<file path="config.mk">
export PLATFORM = sky130hd
export DESIGN_NAME = dmux_stream
export DESIGN_NICKNAME = d
export VERILOG_FILES = /design/src/rtl/dmux_stream.sv
export SDC_FILE = /design/constraint.sdc
export NUM_CORES = 1
export LEC_CHECK = 0
export CORE_UTILIZATION = 43
export DETAILED_ROUTE_END_ITERATION = 12
export GPL_TIMING_DRIVEN = 0
export PLACE_DENSITY = 0.79
export RECOVER_POWER = 100
export SYNTH_ARGS = -nofsm -noshare
export SYNTH_HDL_FRONTEND = slang
export SYNTH_SLANG_ARGS = --single-unit
</file>
<file path="constraint.sdc">
create_clock -name clk -period 2.2 [get_ports clk]
set_input_delay 0.66 -clock clk [delete_from_list [all_inputs] [get_ports clk]]
set_output_delay 0.66 -clock clk [all_outputs]
set_load 0.01 [all_outputs]
</file>
<file path="src/rtl/dmux_stream.sv">
// dmux_stream: 1-to-N_OUT stream demultiplexer with valid/ready flow control.
// Each output channel has a one-entry registered holding stage. With LOCK=1 the
// destination is captured on the first beat of a packet and kept until the last
// beat. Beats addressed to a non-existent channel are accepted and discarded,
// flagged on err and counted in a saturating drop_cnt.
//
// Ports:
//   clk, reset          clock, synchronous active-high reset
//   s_valid/s_ready     input handshake; s_data, s_sel, s_last travel with the beat
//   m_valid/m_ready     per-channel output handshake
//   m_data              packed channel data, channel k at [k*DATA_W +: DATA_W]
//   m_last              per-channel last flag
//   err                 one-cycle pulse after a beat was dropped
//   drop_cnt            saturating count of dropped beats
//
// state  | meaning
// -------+------------------------------------------------------------
// IDLE   | between packets; destination taken from s_sel on every beat
// IN_PKT | inside a multi-beat packet; destination held in locked_sel

module dmux_stream #(
  parameter int DATA_W = 8,
  parameter int N_OUT  = 4,
  parameter int SEL_W  = 2,
  parameter int LOCK   = 1,
  parameter int CNT_W  = 8
) (
  input  logic                    clk,
  input  logic                    reset,
  input  logic                    s_valid,
  output logic                    s_ready,
  input  logic [DATA_W-1:0]       s_data,
  input  logic [SEL_W-1:0]        s_sel,
  input  logic                    s_last,
  output logic [N_OUT-1:0]        m_valid,
  input  logic [N_OUT-1:0]        m_ready,
  output logic [N_OUT*DATA_W-1:0] m_data,
  output logic [N_OUT-1:0]        m_last,
  output logic                    err,
  output logic [CNT_W-1:0]        drop_cnt
);

  // One extra bit so the compare works when N_OUT == 2**SEL_W.
  localparam logic [SEL_W:0] N_OUT_V = (SEL_W+1)'(N_OUT);

  typedef enum logic {IDLE = 1'b0, IN_PKT = 1'b1} state_t;

  state_t             state;
  logic [SEL_W-1:0]   locked_sel;
  logic [SEL_W-1:0]   eff_sel;
  logic               in_range;
  logic               accept;
  logic               drop;
  logic [N_OUT-1:0]   hit;
  logic [N_OUT-1:0]   load;

  assign eff_sel  = (state == IN_PKT) ? locked_sel : s_sel;
  assign in_range = {1'b0, eff_sel} < N_OUT_V;

  // One-hot decode of the destination; all zero when eff_sel is out of range.
  always_comb begin
    hit = '0;
    for (int k = 0; k < N_OUT; k++) begin
      hit[k] = (eff_sel == SEL_W'(k));
    end
  end

  // A channel can take a beat when empty or draining this cycle; out-of-range
  // beats are always taken so the producer never stalls on a bad select.
  assign s_ready = !in_range || |(hit & (~m_valid | m_ready));
  assign accept  = s_valid && s_ready;
  assign load    = {N_OUT{accept}} & hit;
  assign drop    = accept && !in_range;

  always_ff @(posedge clk) begin
    if (reset) begin
      m_valid    <= '0;
      m_data     <= '0;
      m_last     <= '0;
      err        <= 1'b0;
      drop_cnt   <= '0;
      state      <= IDLE;
      locked_sel <= '0;
    end else begin
      for (int k = 0; k < N_OUT; k++) begin
        // Load wins over drain so a back-to-back beat replaces the old one.
        if (load[k]) begin
          m_valid[k]                  <= 1'b1;
          m_data[k*DATA_W +: DATA_W]  <= s_data;
          m_last[k]                   <= s_last;
        end else if (m_ready[k]) begin
          m_valid[k] <= 1'b0;
        end
      end

      err <= drop;
      if (drop && (drop_cnt != '1)) begin
        drop_cnt <= drop_cnt + 1'b1;
      end

      if ((LOCK != 0) && accept) begin
        case (state)
          IDLE: begin
            if (!s_last) begin
              state      <= IN_PKT;
              locked_sel <= s_sel;
            end
          end
          IN_PKT: begin
            if (s_last) begin
              state <= IDLE;
            end
          end
        endcase
      end
    end
  end

endmodule

</file>
---- Word-level counts from Yosys, hierarchy flattened ----
Index checks and enable logic that the tools add are counted.
storage, ports and cells
  RAM bits ................................ 0
  ROM bits ................................ 0
  bits in registers ....................... 43
  output and inout port bits .............. 50
  word-level logic and storage cells ...... 41
  memories ................................ 0
  bits in latches ......................... 0
cells by class
  equal/unequal tests ..................... 3
  muxes and demuxes ....................... 10
  reduce and logical (&&, ||, !) cells .... 8
  bitwise logic cells ..................... 6
  $add $sub $neg .......................... 0
  shifts and indexed selects .............. 0
  divide/modulo/power cells ............... 0
  magnitude comparators ................... 0
  multipliers ............................. 0
operator list
  kind                                                             number
  1-bit 2-to-1 mux                                                 9
  4-bit AND                                                        2
  2-bit nonzero test                                               4
  2-bit == test, second input constant                             2
  4-bit inverter                                                   1
  4-bit bitwise OR                                                 1
  4-bit OR reduction                                               1
  3-bit AND reduction                                              1
  2-bit by 1-bit == test with 1-bit output, second input constant  1
  2-bit logical NOT                                                1
  2-bit 2-to-1 mux                                                 1
  1-bit inverter                                                   2
  1-bit logical AND                                                1

---- Logic depth before layout (Yosys ltp) ----
Gate-level depths: netlist of the first run.
  depth after elaboration ................. 7
  gate-level depth with buffers ........... 6

---- Worst setup path before layout of the first run ----
No wires, ideal clock.
  path type ............................... in2out
  start ................................... in s_sel[0]
  end ..................................... out s_ready
  data arrival time ....................... 1.404 ns
  path slack .............................. 0.136 ns
  required time ........................... 1.540 ns
  stages .................................. 3
  cells stage by stage .................... mux2_4 > mux2i_4 > mux2i_1
on the way
  longest elaborated chain between the ends .. 4
  elaborated cells between the ends (all ways) .. 7
ends and longest elaborated chain
  what                                                                    line  RTL
  start: declaration                                                      33    input logic [SEL_W-1:0] s_sel,
  2-bit 2-to-1 mux *                                                      57    assign eff_sel = (state == IN_PKT) ? locked_sel : s_sel;
  2-bit by 1-bit == test with 1-bit output, or another cell as far along  64    hit[k] = (eff_sel == SEL_W'(k));
  4-bit AND *                                                             70    assign s_ready = !in_range || |(hit & (~m_valid | m_ready));
  4-bit OR reduction *                                                    70
  end: declaration                                                        31    output logic s_ready,
Every way passes the cells marked *; elsewhere a longest branch is shown, timed or not.

---- Worst setup path in the final report of the first run ----
Same ends and word-level chain as after synthesis.

==> results of run 1 <==
==> logic make-up after synthesis <==
| logic type | Yosys count | share of synthesized area [%] |
|---|---|---|
| AO/OA/AOI/OAI | 7 | 2.48 |
| buffers and inverters | 19 | 7.09 |
| flip-flops | 43 | 48.8 |
| multiplexers | 45 | 27.6 |
| other | 1 | 0.213 |
| AND/OR/NAND/NOR | 56 | 13.8 |
==> worst min-delay path by stage <==
stage	from	to	slack [ns]	cells after the start
floorplan	locked_sel[0]	locked_sel[0]	0.46	2
global placement	m_data[22]	m_data[22]	0.47	2
detailed placement	m_data[31]	m_data[31]	0.49	2
CTS	locked_sel[0]	locked_sel[0]	0.50	2
global route	locked_sel[0]	locked_sel[0]	0.51	2
finish	m_data[4]	m_data[4]	0.50	2
==> per-layer routing <==
layer	part of all wire (%)	GRT usage, %	vias up
met1	44	22.6	670
met4	0.22	5.59	0
met2	47	32.1	53
met5	0	0	-
met3	9.0	8.45	2
li1	-	-	719
==> power by group <==
| group | switching [mW] | internal, mW |
|---|---|---|
| clock | 0.244 | 0.246 |
| sequential | 0.0210 | 0.815 |
| combinational | 0.137 | 0.160 |
==> layout make-up <==
class | count | area share [%]
sequential | 43 | 33.1
buffer | 18 | 4.09
clock inverter | 1 | 0.192
multi-input combinational | 117 | 32.4
tap | 48 | 2.31
clock buffer | 6 | 3.17
timing repair buffer | 68 | 24.7
==> state kept, by name (all words and copies together), names as in the netlist <==
register,flops
m_data,32
locked_sel,2
m_last,4
m_valid,4
state,1
==> cells in the mapped netlist, drive strengths merged <==
library cell | instances | area [um^2]
mux2i | 42 | 445
a21oi | 4 | 20.0
nand4 | 4 | 25.0
nor2b | 2 | 12.5
nand2 | 4 | 15.0
dfxtp | 43 | 861
o22ai | 2 | 12.5
mux2 | 3 | 41.3
clkbuf | 4 | 15.0
nand2b | 6 | 37.5
o221a | 1 | 11.3
nor3b | 1 | 7.51
buf | 15 | 110
nor2 | 39 | 146
conb | 1 | 3.75
==> through the flow <==
stage / setup WS, ns / instances
global route: -0.0816 / 301
detailed placement: -0.814 / 284
floorplan: 0.136 / 179
CTS: 0.00535 / 300
global placement: -0.831 / 284
finish: -0.0365 / 301
==> critical path, stage by stage <==
cell,delay [ns]
buf_8,0.10
mux2_4,0.31
mux2i_4,0.20
mux2i_1,0.15
buf_2,0.16
==> repair_timing <==
item | CTS | global route
resized for setup | 20 | 2
setup endpoints to repair | 1 | 1
pin swaps | 0 | 0
setup buffers | 9 | 2
cloned | 0 | 0
==> run_results.csv, run 1 <==
group,metric,value,unit
timing,fin_skew,0.00396,ns
detailed_routing,drc_errors,0,
detailed_routing,wirelength,4070,um
detailed_routing,wire_per_inst,13.5,um
critical_path,critical_path_class,"primary input to primary output",
critical_path,timing.rr.start,"state",
clock_tree,cts-root-buf,"clkbuf_8",
timing,max_freq,0.447,GHz
die,die_height,66.1,um
final_layout,antenna_cells,0,
global_route,grt.total_usage,19.4,%
yosys,synth-seq-area-share,48.8,%
global_route,grt_pass1_wl,6320,um
global_route,antenna_found_initial,0,
yosys,synth_seq_cells,43,
detailed_routing,vias,1444,
timing,setup_viol,1,
critical_path,worstPathMaxFanout,3,
clock_tree,clkSlewWorstSetupHoldPaths,0.07,ns
detailed_routing,viasPerCell,4.80,
timing,relSlewSlack,65.4,%
detailed_routing,detail-route-antenna-nets,0,
pwr,power,1.62,mW
critical_path,worstReg2RegEnd,"m_data[23]",
pwr,power_density,624,mW/mm^2
status,run_status,"finished with violations",
job,drv_cap,0,
place,place.detailed.hpwl,2680,um
timing,slew_viol_final,0,
global_route,gr-total-overflow,0,
final_layout,layout_common_cells,"42 x dfxtp_1, 40 x mux2i_1, 39 x nor2_1, 30 x dlygate4sd3_1, 20 x clkdlybuf4s50_1",
final_layout,syn_to_final_growth,47.4,%
pwr,leakage,1.36,nW
place,globalplace.congestion,0.758,
final_layout,fillers,324,
detailed_routing,firstDrtPassIters,4,
clock_tree,htreeDepth,2,
critical_path,crit_required,1.54,ns
final_layout,fin_nets,271,
timing,rsz0062_at_grt,"true",
critical_path,arrival,1.58,ns
critical_path,reg2reg_setup_slack,0.31,ns
yosys,avgSynthCellArea,10.3,um^2
clock_tree,clock-sinks,43,
critical_path,critPathCapture,"s_ready",
global_route,grt_max_degree,13,
clock_tree,clk_latency,0.28,ns
detailed_routing,drt_iter0_markers,68,
global_route,grt_pass1_vias,1352,
die,fp-row-count,22,
timing,worstMarginPinSlew,0.519,ns
timing,min_period_over_period,102,%
final_layout,multi_input_area,842,um^2
status,violations,"setup timing",
final_layout,final_common_cell,"dfxtp_1",
final_layout,seq_area,862,um^2
die,core_area,0.00380,mm^2
die,pin_count,68,
timing,hold_violations,0,
clock_tree,clockBufferDepth,2,
critical_path,critPathCaptureType,"primary output",
place,numPortBuffers,57,
critical_path,cp-startpoint,"s_sel[0]",
timing,period_needed,2.24,ns
worst_hold_path,hp-class,"flip-flop to flip-flop",
critical_path,r2r_cells,7,
die,die-width,66.1,um
timing,setup_ws,-0.0365,ns
pwr,ir_drop,0.391,mV
clock_tree,cts_tree,"built",
die,start_util,46.4,%
timing,setup-tns-final,-0.0365,ns
yosys,syn-cell-area,0.00176,mm^2
final_layout,drive_gt1_share,16.6,%
critical_path,cp-start-kind,"primary input",
timing,holdWs,0.495,ns
yosys,yosysWarnings,0,
die,die_area,0.00436,mm^2
final_layout,finish.instance_area,0.00260,mm^2
clock_tree,cts_hold_buf,0,
yosys,synthCells,171,
final_layout,utilization,68.5,%
clock_tree,cts_buffers,5,
place,placed_area,0.00242,mm^2
yosys,ys_types,20,
No activity file was read; power rests on OpenSTA's default activity.
==> inputs of run 2 (changes only) <==
Settings changed: PLACE_DENSITY 0.79 to 0.76.
==> run_results.csv, run 2 (same netlist as run 1, synthesis figures left out) <==
group,metric,value,unit
place,dp_slack,-0.806,ns
global_route,grt.total_usage,20.0,%
place,place.detailed.hpwl,2700,um
clock_tree,clockBufferDepth,2,
status,run_status,"finished with violations",
clock_tree,cts-root-buf,"clkbuf_8",
final_layout,finish.instance_area,0.00260,mm^2
final_layout,layout_common_cells,"50 x clkdlybuf4s50_1, 42 x dfxtp_1, 40 x mux2i_1, 39 x nor2_1, 18 x buf_4",
critical_path,arrival,1.56,ns
pwr,ir_drop,0.435,mV
detailed_routing,vias,1438,
clock_tree,cts_buffers,5,
clock_tree,htreeDepth,2,
detailed_routing,drt_iter0_markers,64,
timing,setup_ws,-0.0179,ns
final_layout,regMostFlops,"m_data",
final_layout,fin_nets,269,
critical_path,worstPathMaxFanout,3,
final_layout,drive_gt1_share,15.1,%
place,globalplace.congestion,0.785,
die,die_area,0.00436,mm^2
critical_path,cp-start-kind,"primary input",
global_route,grt_pass1_vias,1391,
final_layout,antenna_cells,0,
timing,rsz0062_at_grt,"true",
global_route,antenna_found_initial,0,
die,fp-row-count,22,
final_layout,largest_register_ffs,32,
timing,slew_viol_final,0,
final_layout,syn_to_final_growth,47.5,%
timing,setup_viol,1,
final_layout,top_regs,"m_data x32, m_last x4, m_valid x4",
detailed_routing,firstDrtPassIters,4,
die,start_util,46.4,%
final_layout,fillers,330,
detailed_routing,wirelength,4010,um
timing,holdWs,0.497,ns
pwr,power_density,663,mW/mm^2
place,placed_area,0.00242,mm^2
worst_hold_path,hp-class,"flip-flop to flip-flop",
detailed_routing,wire_per_inst,13.4,um
clock_tree,clkSlewWorstSetupHoldPaths,0.07,ns
timing,fin_skew,0.00192,ns
die,die_height,66.1,um
die,pin_count,68,
timing,hold_violations,0,
status,violations,"setup timing",
clock_tree,cts_tree,"built",
pwr,leakage,1.26,nW
final_layout,final_common_cell,"clkdlybuf4s50_1",
clock_tree,clk_latency,0.29,ns
global_route,grt_max_degree,13,
detailed_routing,detail-route-antenna-nets,0,
timing,relSlewSlack,48.1,%
timing,max_freq,0.451,GHz
clock_tree,clock-sinks,43,
job,drv_cap,0,
global_route,gr-total-overflow,0,
detailed_routing,viasPerCell,4.81,
detailed_routing,drc_errors,0,
critical_path,critical_path_class,"primary input to primary output",
timing,min_period_over_period,101,%
die,die-width,66.1,um
critical_path,critPathCaptureType,"primary output",
global_route,grt_pass1_wl,6440,um
critical_path,crit_required,1.54,ns
place,numPortBuffers,57,
timing,worstMarginPinSlew,0.779,ns
timing,period_needed,2.22,ns
die,core_area,0.00380,mm^2
run 2: per-layer routing:
layer / GRT usage, % / up-vias / share of wire, %
li1: - / 714 / -
met1: 22.6 / 660 / 43
met2: 33.8 / 57 / 47
met3: 7.24 / 7 / 8.6
met4: 7.98 / 0 / 1.6
met5: 0 / - / 0
run 2: final cells by class:
class,count,area (um^2),area share (%)
clock buffers,6,72.6,2.79
well taps,48,60.1,2.31
flip-flops and latches,43,862,33.1
multi-input cells,117,842,32.4
repair buffers,66,632,24.3
clock inverters,1,30.0,1.15
plain buffers,18,104,3.99
run 2: final timing paths:
path,start,end,slack (ns),depth (start not counted)
setup / recovery,s_sel[0],s_ready,-0.02,5
hold / removal,locked_sel[0],locked_sel[0],0.50,2
setup reg to reg,state,m_data[11],0.23,6
hold reg to reg,locked_sel[0],locked_sel[0],0.50,2
run 2: power by group:
group	switching (mW)	internal (mW)
Sequential	0.0223	0.815
Clock	0.254	0.333
Combinational	0.135	0.168
Total	0.411	1.32
run 2: through the flow:
| step | utilization (%) | TNS, ns | power, mW | cells |
|---|---|---|---|---|
| floorplan | - | 0 | 1.02 | 179 |
| global placement | 63.8 | -0.893 | 1.14 | 284 |
| detailed placement | 63.8 | -0.913 | 1.14 | 284 |
| CTS | 68.8 | -0.00487 | 1.74 | 299 |
| global route | 68.5 | -0.0493 | 1.80 | 299 |
| finish | 68.5 | -0.0179 | 1.73 | 299 |
run 2: repair_timing:
item                                    CTS  global route
endpoints found under the setup margin    1             1
setup buffers                             8             1
pin swaps                                 0             0
gates resized for setup                  20             1
hold buffers                              0             0
run 2: worst max-delay path: stages:
cell and delay, ns:
buf_8 0.09, mux2_4 0.31, mux2i_4 0.20, mux2i_1 0.14, buf_2 0.15
==> inputs of run 3 (changes only) <==
Settings changed: CAP_MARGIN from default to 20.
==> results of run 3 <==
Final layout, timing and power as in run 2 (identical DEF).
